## config.mk

```make
export PLATFORM = sky130hd
export DESIGN_NAME = ldpc_iter_ctrl
export DESIGN_NICKNAME = d
export VERILOG_FILES = /design/src/rtl/ldpc_pkg.sv /design/src/rtl/ldpc_idx_counter.sv /design/src/rtl/ldpc_iter_ctrl.sv
export SDC_FILE = /design/constraint.sdc
export NUM_CORES = 1
export LEC_CHECK = 0
export CAP_MARGIN = 20
export CELL_PAD_IN_SITES_DETAIL_PLACEMENT = 1
export CELL_PAD_IN_SITES_GLOBAL_PLACEMENT = 1
export CORE_MARGIN = 2
export CORE_UTILIZATION = 36
export DETAILED_ROUTE_END_ITERATION = 10
export MAX_ROUTING_LAYER = met4
export PLACE_DENSITY_LB_ADDON = 0.1
export SLEW_MARGIN = 20
export SYNTH_ARGS = -nofsm -noshare
export SYNTH_HDL_FRONTEND = slang
export SYNTH_SLANG_ARGS = --single-unit
```

## constraint.sdc

```tcl
create_clock -name clk -period 1.78 [get_ports clk]
set_input_delay 0.356 -clock clk [delete_from_list [all_inputs] [get_ports clk]]
set_output_delay 0.356 -clock clk [all_outputs]
set_load 0.02 [all_outputs]
```

## src/rtl/ldpc_pkg.sv

```systemverilog
// Shared sizing constants and scheduler state encoding for the flooding LDPC decoder.
// Also imported by the vr/check top-level so both sides agree on node counts and widths.
package ldpc_pkg;

  localparam int unsigned LDPC_N_VN  = 16;
  localparam int unsigned LDPC_N_CN  = 8;
  localparam int unsigned LDPC_VN_AW = 4;
  localparam int unsigned LDPC_CN_AW = 3;
  localparam int unsigned LDPC_IT_W  = 4;

  typedef enum logic [2:0] {
    ST_IDLE  = 3'd0,
    ST_LOAD  = 3'd1,
    ST_VN    = 3'd2,
    ST_CN    = 3'd3,
    ST_CHECK = 3'd4,
    ST_DONE  = 3'd5
  } ldpc_state_e;

endpackage

```

## src/rtl/ldpc_idx_counter.sv

```systemverilog
// Modulo-N node index counter with synchronous clear and a last-index flag.
// Exposes the next index so the owner can register address outputs without an extra cycle.
module ldpc_idx_counter #(
  parameter int unsigned N  = 16,
  parameter int unsigned AW = 4
) (
  input  logic          clk,
  input  logic          rst_n,
  input  logic          clr,
  input  logic          en,
  output logic [AW-1:0] idx_nxt,
  output logic          last
);

  logic [AW-1:0] idx_q;
  logic [AW-1:0] idx_d;

  assign last = (idx_q == AW'(N - 1));

  always_comb begin
    idx_d = idx_q;
    if (clr) begin
      idx_d = '0;
    end else if (en) begin
      idx_d = last ? '0 : idx_q + AW'(1);
    end
  end

  always_ff @(posedge clk or negedge rst_n) begin
    if (!rst_n) begin
      idx_q <= '0;
    end else begin
      idx_q <= idx_d;
    end
  end

  assign idx_nxt = idx_d;

endmodule

```

## src/rtl/ldpc_iter_ctrl.sv

```systemverilog
// Iteration scheduler: channel-LLR load, then alternating vr / check sweeps until
// every check is satisfied or the iteration cap is reached.
module ldpc_iter_ctrl
  import ldpc_pkg::*;
#(
  parameter int unsigned N_VN  = LDPC_N_VN,
  parameter int unsigned N_CN  = LDPC_N_CN,
  parameter int unsigned VN_AW = LDPC_VN_AW,
  parameter int unsigned CN_AW = LDPC_CN_AW,
  parameter int unsigned IT_W  = LDPC_IT_W
) (
  input  logic             clk,
  input  logic             rst_n,
  input  logic             start,
  input  logic [IT_W-1:0]  max_iter,
  input  logic             ch_valid,
  output logic             ch_ready,
  output logic [VN_AW-1:0] ch_addr,
  output logic             vn_en,
  output logic [VN_AW-1:0] vn_addr,
  output logic             cn_en,
  output logic [CN_AW-1:0] cn_addr,
  input  logic             synd_bit,
  output logic             busy,
  output logic             done,
  output logic             converged,
  output logic [IT_W-1:0]  iter_cnt
);

  ldpc_state_e state_q, state_d;

  logic [IT_W-1:0]  cap_q, cap_d;
  logic [IT_W-1:0]  iter_q, iter_d;
  logic             conv_q, conv_d;
  logic             synd_or_q, synd_or_d;

  logic             ch_ready_q, ch_ready_d;
  logic [VN_AW-1:0] ch_addr_q, ch_addr_d;
  logic             vn_en_q, vn_en_d;
  logic [VN_AW-1:0] vn_addr_q, vn_addr_d;
  logic             cn_en_q, cn_en_d;
  logic [CN_AW-1:0] cn_addr_q, cn_addr_d;
  logic             busy_q, busy_d;
  logic             done_q, done_d;

  logic             vn_clr, vn_step, vn_last;
  logic [VN_AW-1:0] vn_idx_nxt;
  logic             cn_clr, cn_step, cn_last;
  logic [CN_AW-1:0] cn_idx_nxt;

  // One counter walks both the LLR load and the vr sweep; they never overlap.
  ldpc_idx_counter #(
    .N  (N_VN),
    .AW (VN_AW)
  ) u_vn_idx (
    .clk     (clk),
    .rst_n   (rst_n),
    .clr     (vn_clr),
    .en      (vn_step),
    .idx_nxt (vn_idx_nxt),
    .last    (vn_last)
  );

  ldpc_idx_counter #(
    .N  (N_CN),
    .AW (CN_AW)
  ) u_cn_idx (
    .clk     (clk),
    .rst_n   (rst_n),
    .clr     (cn_clr),
    .en      (cn_step),
    .idx_nxt (cn_idx_nxt),
    .last    (cn_last)
  );

  always_comb begin
    state_d   = state_q;
    cap_d     = cap_q;
    iter_d    = iter_q;
    conv_d    = conv_q;
    synd_or_d = synd_or_q;
    vn_clr    = 1'b0;
    vn_step   = 1'b0;
    cn_clr    = 1'b0;
    cn_step   = 1'b0;

    case (state_q)
      ST_IDLE: begin
        vn_clr = 1'b1;
        cn_clr = 1'b1;
        if (start) begin
          state_d = ST_LOAD;
          cap_d   = (max_iter == '0) ? IT_W'(1) : max_iter;
          iter_d  = '0;
          conv_d  = 1'b0;
        end
      end
      ST_LOAD: begin
        if (ch_valid) begin
          vn_step = 1'b1;
          if (vn_last) begin
            state_d = ST_VN;
          end
        end
      end
      ST_VN: begin
        vn_step = 1'b1;
        if (vn_last) begin
          state_d   = ST_CN;
          synd_or_d = 1'b0;
        end
      end
      ST_CN: begin
        cn_step   = 1'b1;
        synd_or_d = synd_or_q | synd_bit;
        if (cn_last) begin
          state_d = ST_CHECK;
        end
      end
      ST_CHECK: begin
        iter_d = (iter_q == '1) ? iter_q : iter_q + IT_W'(1);
        if (!synd_or_q) begin
          conv_d  = 1'b1;
          state_d = ST_DONE;
        end else if ((iter_q + IT_W'(1)) == cap_q) begin
          conv_d  = 1'b0;
          state_d = ST_DONE;
        end else begin
          state_d = ST_VN;
        end
      end
      ST_DONE: begin
        state_d = ST_IDLE;
      end
      default: begin
        state_d = ST_IDLE;
      end
    endcase
  end

  // Outputs are decoded from the next state and next index so they leave flops.
  always_comb begin
    ch_ready_d = (state_d == ST_LOAD);
    ch_addr_d  = ch_ready_d ? vn_idx_nxt : '0;
    vn_en_d    = (state_d == ST_VN);
    vn_addr_d  = vn_en_d ? vn_idx_nxt : '0;
    cn_en_d    = (state_d == ST_CN);
    cn_addr_d  = cn_en_d ? cn_idx_nxt : '0;
    busy_d     = (state_d != ST_IDLE);
    done_d     = (state_d == ST_DONE);
  end

  always_ff @(posedge clk or negedge rst_n) begin
    if (!rst_n) begin
      state_q    <= ST_IDLE;
      cap_q      <= '0;
      iter_q     <= '0;
      conv_q     <= 1'b0;
      synd_or_q  <= 1'b0;
      ch_ready_q <= 1'b0;
      ch_addr_q  <= '0;
      vn_en_q    <= 1'b0;
      vn_addr_q  <= '0;
      cn_en_q    <= 1'b0;
      cn_addr_q  <= '0;
      busy_q     <= 1'b0;
      done_q     <= 1'b0;
    end else begin
      state_q    <= state_d;
      cap_q      <= cap_d;
      iter_q     <= iter_d;
      conv_q     <= conv_d;
      synd_or_q  <= synd_or_d;
      ch_ready_q <= ch_ready_d;
      ch_addr_q  <= ch_addr_d;
      vn_en_q    <= vn_en_d;
      vn_addr_q  <= vn_addr_d;
      cn_en_q    <= cn_en_d;
      cn_addr_q  <= cn_addr_d;
      busy_q     <= busy_d;
      done_q     <= done_d;
    end
  end

  assign ch_ready  = ch_ready_q;
  assign ch_addr   = ch_addr_q;
  assign vn_en     = vn_en_q;
  assign vn_addr   = vn_addr_q;
  assign cn_en     = cn_en_q;
  assign cn_addr   = cn_addr_q;
  assign busy      = busy_q;
  assign done      = done_q;
  assign converged = conv_q;
  assign iter_cnt  = iter_q;

  a_enables_exclusive: assert property (
    @(posedge clk) disable iff (!rst_n) $onehot0({ch_ready_q, vn_en_q, cn_en_q})
  );

endmodule

```

==> impl_metrics.tcl <==
set metrics [dict create \
    outcome "finished clean" \
    fin_crit_sh 0.977 \
    seq_area_sq_um 906 \
    ys_top_cells_by_area "dfrtp_1, nand2_1, ha_1" \
    nFillCells 502 \
    via_count 1464 \
    pin_count 30 \
    clk_latency_ps 290 \
    final.setup.tns_ps 0 \
    ctsRootBufferMaster "clkbuf_8" \
    syn-cell-area_sq_um 1720 \
    critical-path-max-stage-delay_ps 400 \
    drt.antenna.violating_nets 0 \
    clk_path_buf_depth 2 \
    worst_clock_skew_ps 9.31 \
    syn_nets 175 \
    synthMuxAreaShare 0.0117 \
    synth_top_family_by_area "compound AO/OA/AOI/OAI gates" \
    drtIter0Drc 32 \
    path_buf_inv 1 \
    required_ps 1980 \
    placed_area_sq_um 2290 \
    yosys.area_share.simple 0.161 \
    grt.overflow.total 0 \
    crit_path_end_kind "flop" \
    area_growth_pct 45.4 \
    drive_gt1_frac 0.286 \
    synthTopCellsByCount "dfrtp_1, nand2_1, nor2_1, o21ai_0, a21oi_1" \
    grt_use_total 0.182 \
    cts_tree "yes" \
    numCtsBuffers 5 \
    synth_edf_count 0 \
    synth_warnings 0 \
    rsz0062_at_grt "true" \
    setup_viol 0 \
    ys_seq_area_frac 0.524 \
    path_cells "ha_4 -> and3_4 -> a31oi_4 -> a311o_1 -> buf_4 -> a211oi_2" \
    rows 25 \
    grt_pass1_wl_mm 7.12 \
    worstMarginPinSlew_ps 477 \
    synthMostInstantiatedCell "dfrtp_1" \
    start_kind "flop" \
    die_w_microns 73.1 \
    leakagePower_uw 0.00113 \
    drcViolationCount 0 \
    port_buffers 29 \
    stdcell_area_sq_um 2500 \
    core_area_sq_um 4660 \
    nNetsFinal 237 \
    grt_pass1_vias 1518 \
    synth_top_area_share 0.524 \
    fmax_mhz 575 \
    hold_path_class "in2async" \
    dpl.hpwl_mm 3.28 \
    dieArea_sq_um 5340 \
    grt_max_degree 37 \
    dp_slack_ps -143 \
    avgSynthCellArea_sq_um 10.6 \
    multi_input_area_sq_um 851 \
    critPathKind "reg2reg" \
    finalMaxSlewViolations 0 \
    yosys.cell_types.count 42 \
    finalHoldViolCount 0 \
    initial_core_util 0.369 \
    diodes 0 \
    vdd_drop_max_mv 0.688 \
    period_needed_ps 1740 \
    hold_ws_ps 488 \
    synth_compound_area_frac 0.181 \
    ys.flop_type "dfrtp_1" \
    arrival_ps 1940 \
    utilization 0.536 \
    antenna_found_initial 0 \
    crit_path_top_delay_cell "dfrtp_1" \
    setup_slack_ps 41.1 \
    synth-adder-area-share 0.0291 \
    cp_max_fo 5 \
    synth_top_cell_by_area "dfrtp_1" \
    syn_inst 162 \
    cts_sinks 36 \
    vias_per_cell 5.27 \
    die_y_microns 73.1 \
    async_flop_share 1.00 \
    wl_mm 4.44 \
    htree_levels 2 \
    p_per_area_nw_per_um2 1770 \
    max-cap-violations 0 \
    clkTransAtPathRegs_ps 80 \
    synth_xor_area_frac 0.0583 \
    first_pass_iters 5 \
    wire_per_inst_microns 16.0 \
    cp_top_family "compound AO/OA/AOI/OAI gates" \
    gp_congestion 0.842 \
    ys_ff_latch 36 \
    max-slew-margin-rel 0.679 \
]
cell families (layout without fill, tap and decap cells):
logic type | after synthesis | count (layout)
fa+ha+maj | 4 | 4
xor+xnor | 9 | 9
flops | 36 | 36
compound gates | 41 | 41
mux | 2 | 2
simple gates | 56 | 56
buf+inv | 14 | 76
layout by cell type, fill, tap and decap left out, drive strengths merged, types with 5 or more instances in the layout:
cell           netlist  routed
clkbuf               3       7
nor2                10      10
nand2b               5       5
inv                  5       5
a21oi                6       6
xnor2                5       5
dfrtp               36      36
nand3                5       5
nand2               20      20
o21ai                7       7
clkdlybuf4s50        0      25
buf                  6      35
through the flow:
step                total power, uW  cells
floorplan                      2570    162
global placement               3510    268
detailed placement             3600    268
CTS                            4330    275
global route                   4720    278
finish                         4410    278
metal layers:
layer  vias to the layer above  wire (microns)  GRT usage
met5                         -               0          -
met4                         0              49     0.0576
met3                         8             158     0.0525
met2                        28            2360      0.304
met1                       721            1870      0.210
li1                        707               -          -
final cells by class:
| type | count | area share |
|---|---|---|
| sequential | 36 | 0.363 |
| clock buffer | 7 | 0.0386 |
| tap | 54 | 0.0270 |
| timing repair buffer | 64 | 0.224 |
| multi-input combinational | 112 | 0.341 |
| inverter | 5 | 0.00751 |
sequential cells by signal, indices dropped and copies added, names as in the netlist, 3 cells and up:
signal          flops
iter_cnt            4
state_q             3
u_cn_idx.idx_q      3
u_vn_idx.idx_q      4
cn_addr             3
ch_addr             4
vn_addr             4
cap_q               4
where the power goes:
part	switching [uW]	leakage (uW)	internal (uW)	total [uW]
registers	268	0.000455	1130	1400
logic	1190	0.000622	1200	2380
clock network	286	0.0000503	345	631
total	1740	0.00113	2670	4410
worst paths after layout:
| kind | start | to | depth (start not counted) | slack [ps] |
|---|---|---|---|---|
| setup / recovery | u_vn_idx.idx_q[0] | vn_addr[1] | 6 | 40 |
| hold / removal | rst_n | converged | 2 | 490 |
| setup reg to reg | u_vn_idx.idx_q[0] | vn_addr[1] | 6 | 40 |
| hold reg to reg | cap_q[0] | cap_q[0] | 2 | 500 |
| max in group asynchronous | rst_n | state_q[1] | 2 | 950 |
| min in group clk | cap_q[0] | cap_q[0] | 2 | 500 |
repair_timing:
item / CTS / global route
cloned: 0 / 0
hold buffers: 0 / 0
pin swaps: 2 / 2
setup buffers: 0 / 3
setup endpoints to repair: 9 / 21
gates resized for setup: 11 / 14
No activity file was read; power rests on OpenSTA's default activity.
